[config.mk]
export PLATFORM = sky130hd
export DESIGN_NAME = mem_port_arbiter
export DESIGN_NICKNAME = d
export VERILOG_FILES = /design/src/rtl/mem_port_arbiter.sv
export SDC_FILE = /design/constraint.sdc
export NUM_CORES = 1
export LEC_CHECK = 0
export CORE_UTILIZATION = 36
export CTS_BUF_LIST = sky130_fd_sc_hd__clkbuf_2 sky130_fd_sc_hd__clkbuf_4 sky130_fd_sc_hd__clkbuf_8
export DETAILED_ROUTE_END_ITERATION = 10
export PLACE_DENSITY_LB_ADDON = 0.2
export SETUP_SLACK_MARGIN = 0.05
export SLEW_MARGIN = 20
export SYNTH_ARGS = -nofsm -noshare
export SYNTH_HDL_FRONTEND = slang
export SYNTH_SLANG_ARGS = --single-unit
[constraint.sdc]
create_clock -name clk -period 2.8 [get_ports clk]
set_clock_uncertainty 0.2 [all_clocks]
set_input_delay 0.56 -clock clk [delete_from_list [all_inputs] [get_ports clk]]
set_output_delay 0.56 -clock clk [all_outputs]
set_load 0.02 [all_outputs]
[src/rtl/mem_port_arbiter.sv]
// Arbitrates a single-ported fixed-latency memory between fetch and data; data wins ties.
// Issue is combinational from IDLE, done pulses LAT+1 cycles after issue; requesters stall until done.
module mem_port_arbiter #(
    parameter int AW  = 32,
    parameter int DW  = 32,
    parameter int LAT = 2
) (
    input  logic          clk,
    input  logic          rst,
    input  logic          if_req,
    input  logic [AW-1:0] if_addr,
    input  logic          if_flush,
    output logic [DW-1:0] if_rdata,
    output logic          if_done,
    output logic          if_stall,
    input  logic          d_req,
    input  logic          d_we,
    input  logic [AW-1:0] d_addr,
    input  logic [DW-1:0] d_wdata,
    output logic [DW-1:0] d_rdata,
    output logic          d_done,
    output logic          d_stall,
    output logic          m_en,
    output logic          m_we,
    output logic [AW-1:0] m_addr,
    output logic [DW-1:0] m_wdata,
    input  logic [DW-1:0] m_rdata
);

    typedef enum logic [1:0] {IDLE, BUSY_D, BUSY_I} state_t;

    localparam logic [3:0] LAT_C = 4'(LAT);

    state_t     state;
    logic [3:0] cnt;
    logic       discard;
    logic       we_q;
    logic       d_elig;
    logic       i_elig;

    // Masking by done keeps a just-completed request from re-issuing in its done cycle.
    assign d_elig   = d_req & ~d_done;
    assign i_elig   = if_req & ~if_done & ~if_flush;
    assign if_stall = if_req & ~if_done;
    assign d_stall  = d_req & ~d_done;

    always_comb begin
        m_en    = 1'b0;
        m_we    = 1'b0;
        m_addr  = '0;
        m_wdata = '0;
        if (!rst && state == IDLE) begin
            if (d_elig) begin
                m_en    = 1'b1;
                m_we    = d_we;
                m_addr  = d_addr;
                m_wdata = d_wdata;
            end else if (i_elig) begin
                m_en   = 1'b1;
                m_addr = if_addr;
            end
        end
    end

    always_ff @(posedge clk) begin
        if (rst) begin
            state    <= IDLE;
            cnt      <= '0;
            discard  <= 1'b0;
            we_q     <= 1'b0;
            if_done  <= 1'b0;
            d_done   <= 1'b0;
            if_rdata <= '0;
            d_rdata  <= '0;
        end else begin
            if_done <= 1'b0;
            d_done  <= 1'b0;
            case (state)
                IDLE: begin
                    if (d_elig) begin
                        state <= BUSY_D;
                        cnt   <= 4'd1;
                        we_q  <= d_we;
                    end else if (i_elig) begin
                        state <= BUSY_I;
                        cnt   <= 4'd1;
                    end
                end
                BUSY_D: begin
                    if (cnt == LAT_C) begin
                        d_done <= 1'b1;
                        if (!we_q) d_rdata <= m_rdata;
                        state <= IDLE;
                        cnt   <= '0;
                    end else begin
                        cnt <= cnt + 4'd1;
                    end
                end
                BUSY_I: begin
                    // A flushed fetch still occupies the memory, but its result is dropped.
                    if (cnt == LAT_C) begin
                        if (!(discard || if_flush)) begin
                            if_done  <= 1'b1;
                            if_rdata <= m_rdata;
                        end
                        discard <= 1'b0;
                        state   <= IDLE;
                        cnt     <= '0;
                    end else begin
                        cnt <= cnt + 4'd1;
                        if (if_flush) discard <= 1'b1;
                    end
                end
                default: begin
                    state <= IDLE;
                    cnt   <= '0;
                end
            endcase
        end
    end

endmodule

* Yosys cells after proc, flatten, opt, wreduce, memory -nomap -nowiden
Index checks and enable logic that the tools add are counted.
Word-level totals: register bits after elaboration 74, bits in latches 0, RAM bits 0, memory bits (read-only) 0, input port bits 134, output and inout port bits 134, word-level logic and storage cells 60, memories kept 0
Operators by class: add/sub/neg operators 1, multiply operators 0, div/mod/pow operators 0, magnitude comparators 0, equality and inequality tests 5, shifts and indexed selects 0, muxes and demuxes 22, bitwise operators 11, reduce and logical (&&, ||, !) cells 13
Operators with widths (number):
- 32-bit 2-to-1 mux | 5
- 4-bit 2-to-1 mux | 3
- 1-bit 2-to-1 mux | 9
- 1-bit NOT | 8
- 4-bit case mux with 2 select lines | 1
- 2-bit 2-to-1 mux | 3
- 2-bit AND reduction | 3
- 3-bit AND reduction | 2
- 4-bit by 1-bit adder with 4-bit output (second input constant) | 1
- 4-bit by 2-bit == test with 1-bit output (second input constant) | 1
- 2-bit case mux with 2 select lines | 1
- 2-bit OR reduction | 2
- 1-bit AND | 3
- 3-bit != test (second input constant) | 1
- 3-bit OR reduction | 1
- 2-bit by 1-bit == test with 1-bit output (second input constant) | 1
- 2-bit == test (second input constant) | 1
- 2-bit logical NOT | 1
- 2-bit by 1-bit != test with 1-bit output (second input constant) | 1
- 2-bit nonzero test | 1
- 1-bit logical AND | 1
- 1-bit logical NOT | 1
- 1-bit logical OR | 1

* Depth between registers and ports, before layout
word-level depth 6, gate-level depth with buffers 8, mapped depth without buffers 5

* Worst setup path before layout
OpenSTA, ideal clock, no wires.
path type in2out, from input d_req, to output m_addr[19], data arrival time 1.756 ns, data required time 2.040 ns, slack 0.284 ns, stages on the path 6, buffers on the path 2, path through nand2b_1 buf_2 inv_2 clkbuf_1 nand2_1 a21oi_1
On the way: word-level cells in the longest chain between the ends 3
Ends and longest elaborated chain:
- start: declaration | RTL line 16 | input logic d_req,
- 1-bit AND
- named net d_stall | RTL line 22 | output logic d_stall,
- 32-bit 2-to-1 mux | RTL line 53 | if (d_elig) begin
- 32-bit 2-to-1 mux | RTL line 52 | if (!rst && state == IDLE) begin
- end: declaration | RTL line 25 | output logic [AW-1:0] m_addr,
The timed path passes the listed nets, and every way through them passes these cells.

* Worst setup path in the final report
from input if_flush, to output m_addr[16]
On the way: word-level cells in the longest chain between the ends 5
Ends and longest elaborated chain:
- start: declaration | RTL line 12 | input logic if_flush,
- 1-bit NOT | RTL line 43 | assign i_elig = if_req & ~if_done & ~if_flush;
- 1-bit AND | RTL line 43
- 32-bit 2-to-1 mux | RTL line 58 | end else if (i_elig) begin
- 32-bit 2-to-1 mux | RTL line 53
- 32-bit 2-to-1 mux | RTL line 52
No other way between the ends.

==> impl_metrics.toml <==
[setup_path]
cp-end-kind = "output port"
arrival_ns = 1.91
slowest_stage = "or3b_4"
critPathMostFrequentCell = "buf_12"
crit_chain = "clkdlybuf4s15_1, or3b_4, nor3_4, buf_12, buf_6, a22o_4, buf_12"
cp.required_ns = 2.04
worst-path-buf-inv = 4
crit_fanout = 8
path_class = "in2out"
cp_top_family = "simple AND/OR/NAND/NOR gates"
start_kind = "input pin"
slowest_delay_ns = 0.41

[cells_and_area]
syn_to_final_growth_pct = 85.2
drive_gt1_frac = 0.187
final_cells = 860
final_nets = 861
fillers = 773

[yosys]
synth_cell_type_count = 35
synth_area_um2 = 3700
ys_async_sr_fraction = 0
syn_avg_cell_area_um2 = 7.90
synth_top_cell_by_area = "dfxtp_1"
synth_seq_cells = 74
synth_top_cell_area_share = 0.401
syn_inst = 468
syn_nets = 608
synthMostInstantiatedCell = "nand3_1"
synth_flop_cell = "dfxtp_1"
synth_commonest_cells = "nand3_1 (81), a21oi_1 (80), dfxtp_1 (74)"
synth_edf_count = 0
netlist_top_cells_area = "dfxtp_1 (40%), nand3_1 (11%), a21oi_1 (11%)"
yosys_warnings = 0
seq_area_frac_synth = 0.401

[min_path]
hold_path.class = "reg2reg"

[placed_design]
place_congestion = 0.878
post-dp-hpwl_mm = 12.0
portBuffers = 267
post-place-ws_ns = -0.561
place_inst = 840

[die]
ios = 268
initial_core_util = 0.375
core_um2 = 9860
die_w_um = 103
rows = 36
die-area_um2 = 10700
chipHeight_um = 103

[clock_tree]
holdBufCountCts = 0
clk_pin_slew_worst_paths_ns = 0.07
cts-buffers-inserted = 9
cts_root_buf = "clkbuf_8"
cts_tree = "built"
cts.sinks = 74
h-tree-depth = 3
clkLatencyLatePin_ns = 0.34
clock_path_buffers = 2

[drt]
num_vias = 4615
drt_drc_violations_left = 0
dr.pass1.iters = 5
post_drt_wl_per_cell_um = 18.9
viasPerCell = 5.37
drt_iter0_markers = 259
wirelength_mm = 16.3
drtAntennaViolNets = 0

[global_route]
grt_first_pass_wirelength_mm = 23.5
antenna_found_initial = 1
grt_usage = 0.295
grt_pass1_vias = 4247
grt_overflow = 0
grt_start_max_net_pins = 76

[run]
drv_cap = 0

[sta]
drv_slew = 0
rsz0062_at_grt = "false"
slew_headroom = 0.483
setup_tns_ns = 0
layout_worst_path_cycle_share = 0.953
clock.fmax_mhz = 375
worst_pin_slew_ns = 0.776
timing.final.crit_period_ns = 2.67
hold_violations = 0
setup_slack_ns = 0.130
final-setup-viol-count = 0

[pwr]
vdd_drop_max_mv = 0.360
power_density_nw_per_um2 = 406
power_leakage_uw = 0.00251

[outcome]
status = "finished clean"
==> tightest hold or removal path, cell delays in order, from the launching register on <==
cell	delay [ns]
dfxtp_1	0.31
o21ai_0	0.06
a21oi_1	0.06
==> power breakdown <==
| part | internal (uW) | switching (uW) | leakage (uW) | total (uW) |
|---|---|---|---|---|
| clock | 469 | 384 | 0.000102 | 853 |
| combinational | 407 | 439 | 0.00181 | 846 |
| sequential | 1070 | 13.7 | 0.000597 | 1080 |
| total | 1940 | 837 | 0.00251 | 2780 |
==> layout make-up <==
| type | instances | area (um2) | share of cell area |
|---|---|---|---|
| timing repair buffer | 293 | 2920 | 0.426 |
| multi-input combinational | 335 | 2030 | 0.297 |
| sequential | 74 | 1480 | 0.217 |
| tap | 133 | 166 | 0.0243 |
| clock buffer | 12 | 159 | 0.0232 |
| clock inverter | 4 | 50.0 | 0.00731 |
| inverter | 8 | 32.5 | 0.00475 |
| antenna | 1 | 2.50 | 0.000366 |
==> repair_timing <==
action,4_1_cts,5_1_grt
gates cloned,1,0
pin swaps,3,1
endpoints found under the setup margin,66,57
buffers inserted,1,1
resized for setup,201,13
==> sequential cells by signal, indices dropped and copies added (netlist names) <==
name      cells
cnt           4
d_done        1
d_rdata      32
discard       1
if_done       1
if_rdata     32
state         2
we_q          1
==> worst paths after layout <==
kind / startpoint / end / slack (ns) / depth (start not counted)
worst min-delay path: d_rdata[23] / d_rdata[23] / 0.28 / 2
worst max-delay path: if_flush / m_addr[16] / 0.13 / 7
worst min register to register: d_rdata[23] / d_rdata[23] / 0.28 / 2
worst max register to register: cnt[0] / if_rdata[11] / 0.55 / 6
==> metrics by stage <==
| step | hold slack, ns | util | instance area (um2) | power [uW] |
|---|---|---|---|---|
| finish | 0.278 | 0.694 | 6840 | 2780 |
| global route | 0.296 | 0.694 | 6840 | 2910 |
| CTS | 0.279 | 0.693 | 6830 | 2780 |
| detailed placement | 0.268 | 0.662 | 6530 | 1940 |
| global placement | 0.261 | 0.662 | 6530 | 1930 |
| floorplan | 0.262 | - | 3700 | 1490 |
==> kinds of logic after synthesis <==
logic type                 after synthesis  synth area share
AOI/OAI and AO/OA                      176             0.277
adders and majority gates                6            0.0203
buffers and inverters                   59            0.0752
DFF                                     74             0.401
and+or+nand+nor                        153             0.226
==> routing by layer <==
layer | vias up | part of all wire | wire length [um] | GRT usage
li1 | 2180 | - | - | -
met4 | 0 | 0.024 | 398 | 0.101
met5 | - | 0 | 0 | 0
met1 | 2184 | 0.38 | 6260 | 0.359
met3 | 25 | 0.11 | 1770 | 0.0995
met2 | 226 | 0.48 | 7840 | 0.490
==> placed cells by master (no fill, tap or decap), types with 13 or more instances in the layout <==
master and n:
clkdlybuf4s50_1 196, nand3_1 81, a21oi_1 80, dfxtp_1 72
o21ai_0 65, and2_1 33, clkdlybuf4s15_2 31, buf_4 26
nand2_1 16, a22o_2 13
No activity file was read; power rests on OpenSTA's default activity.
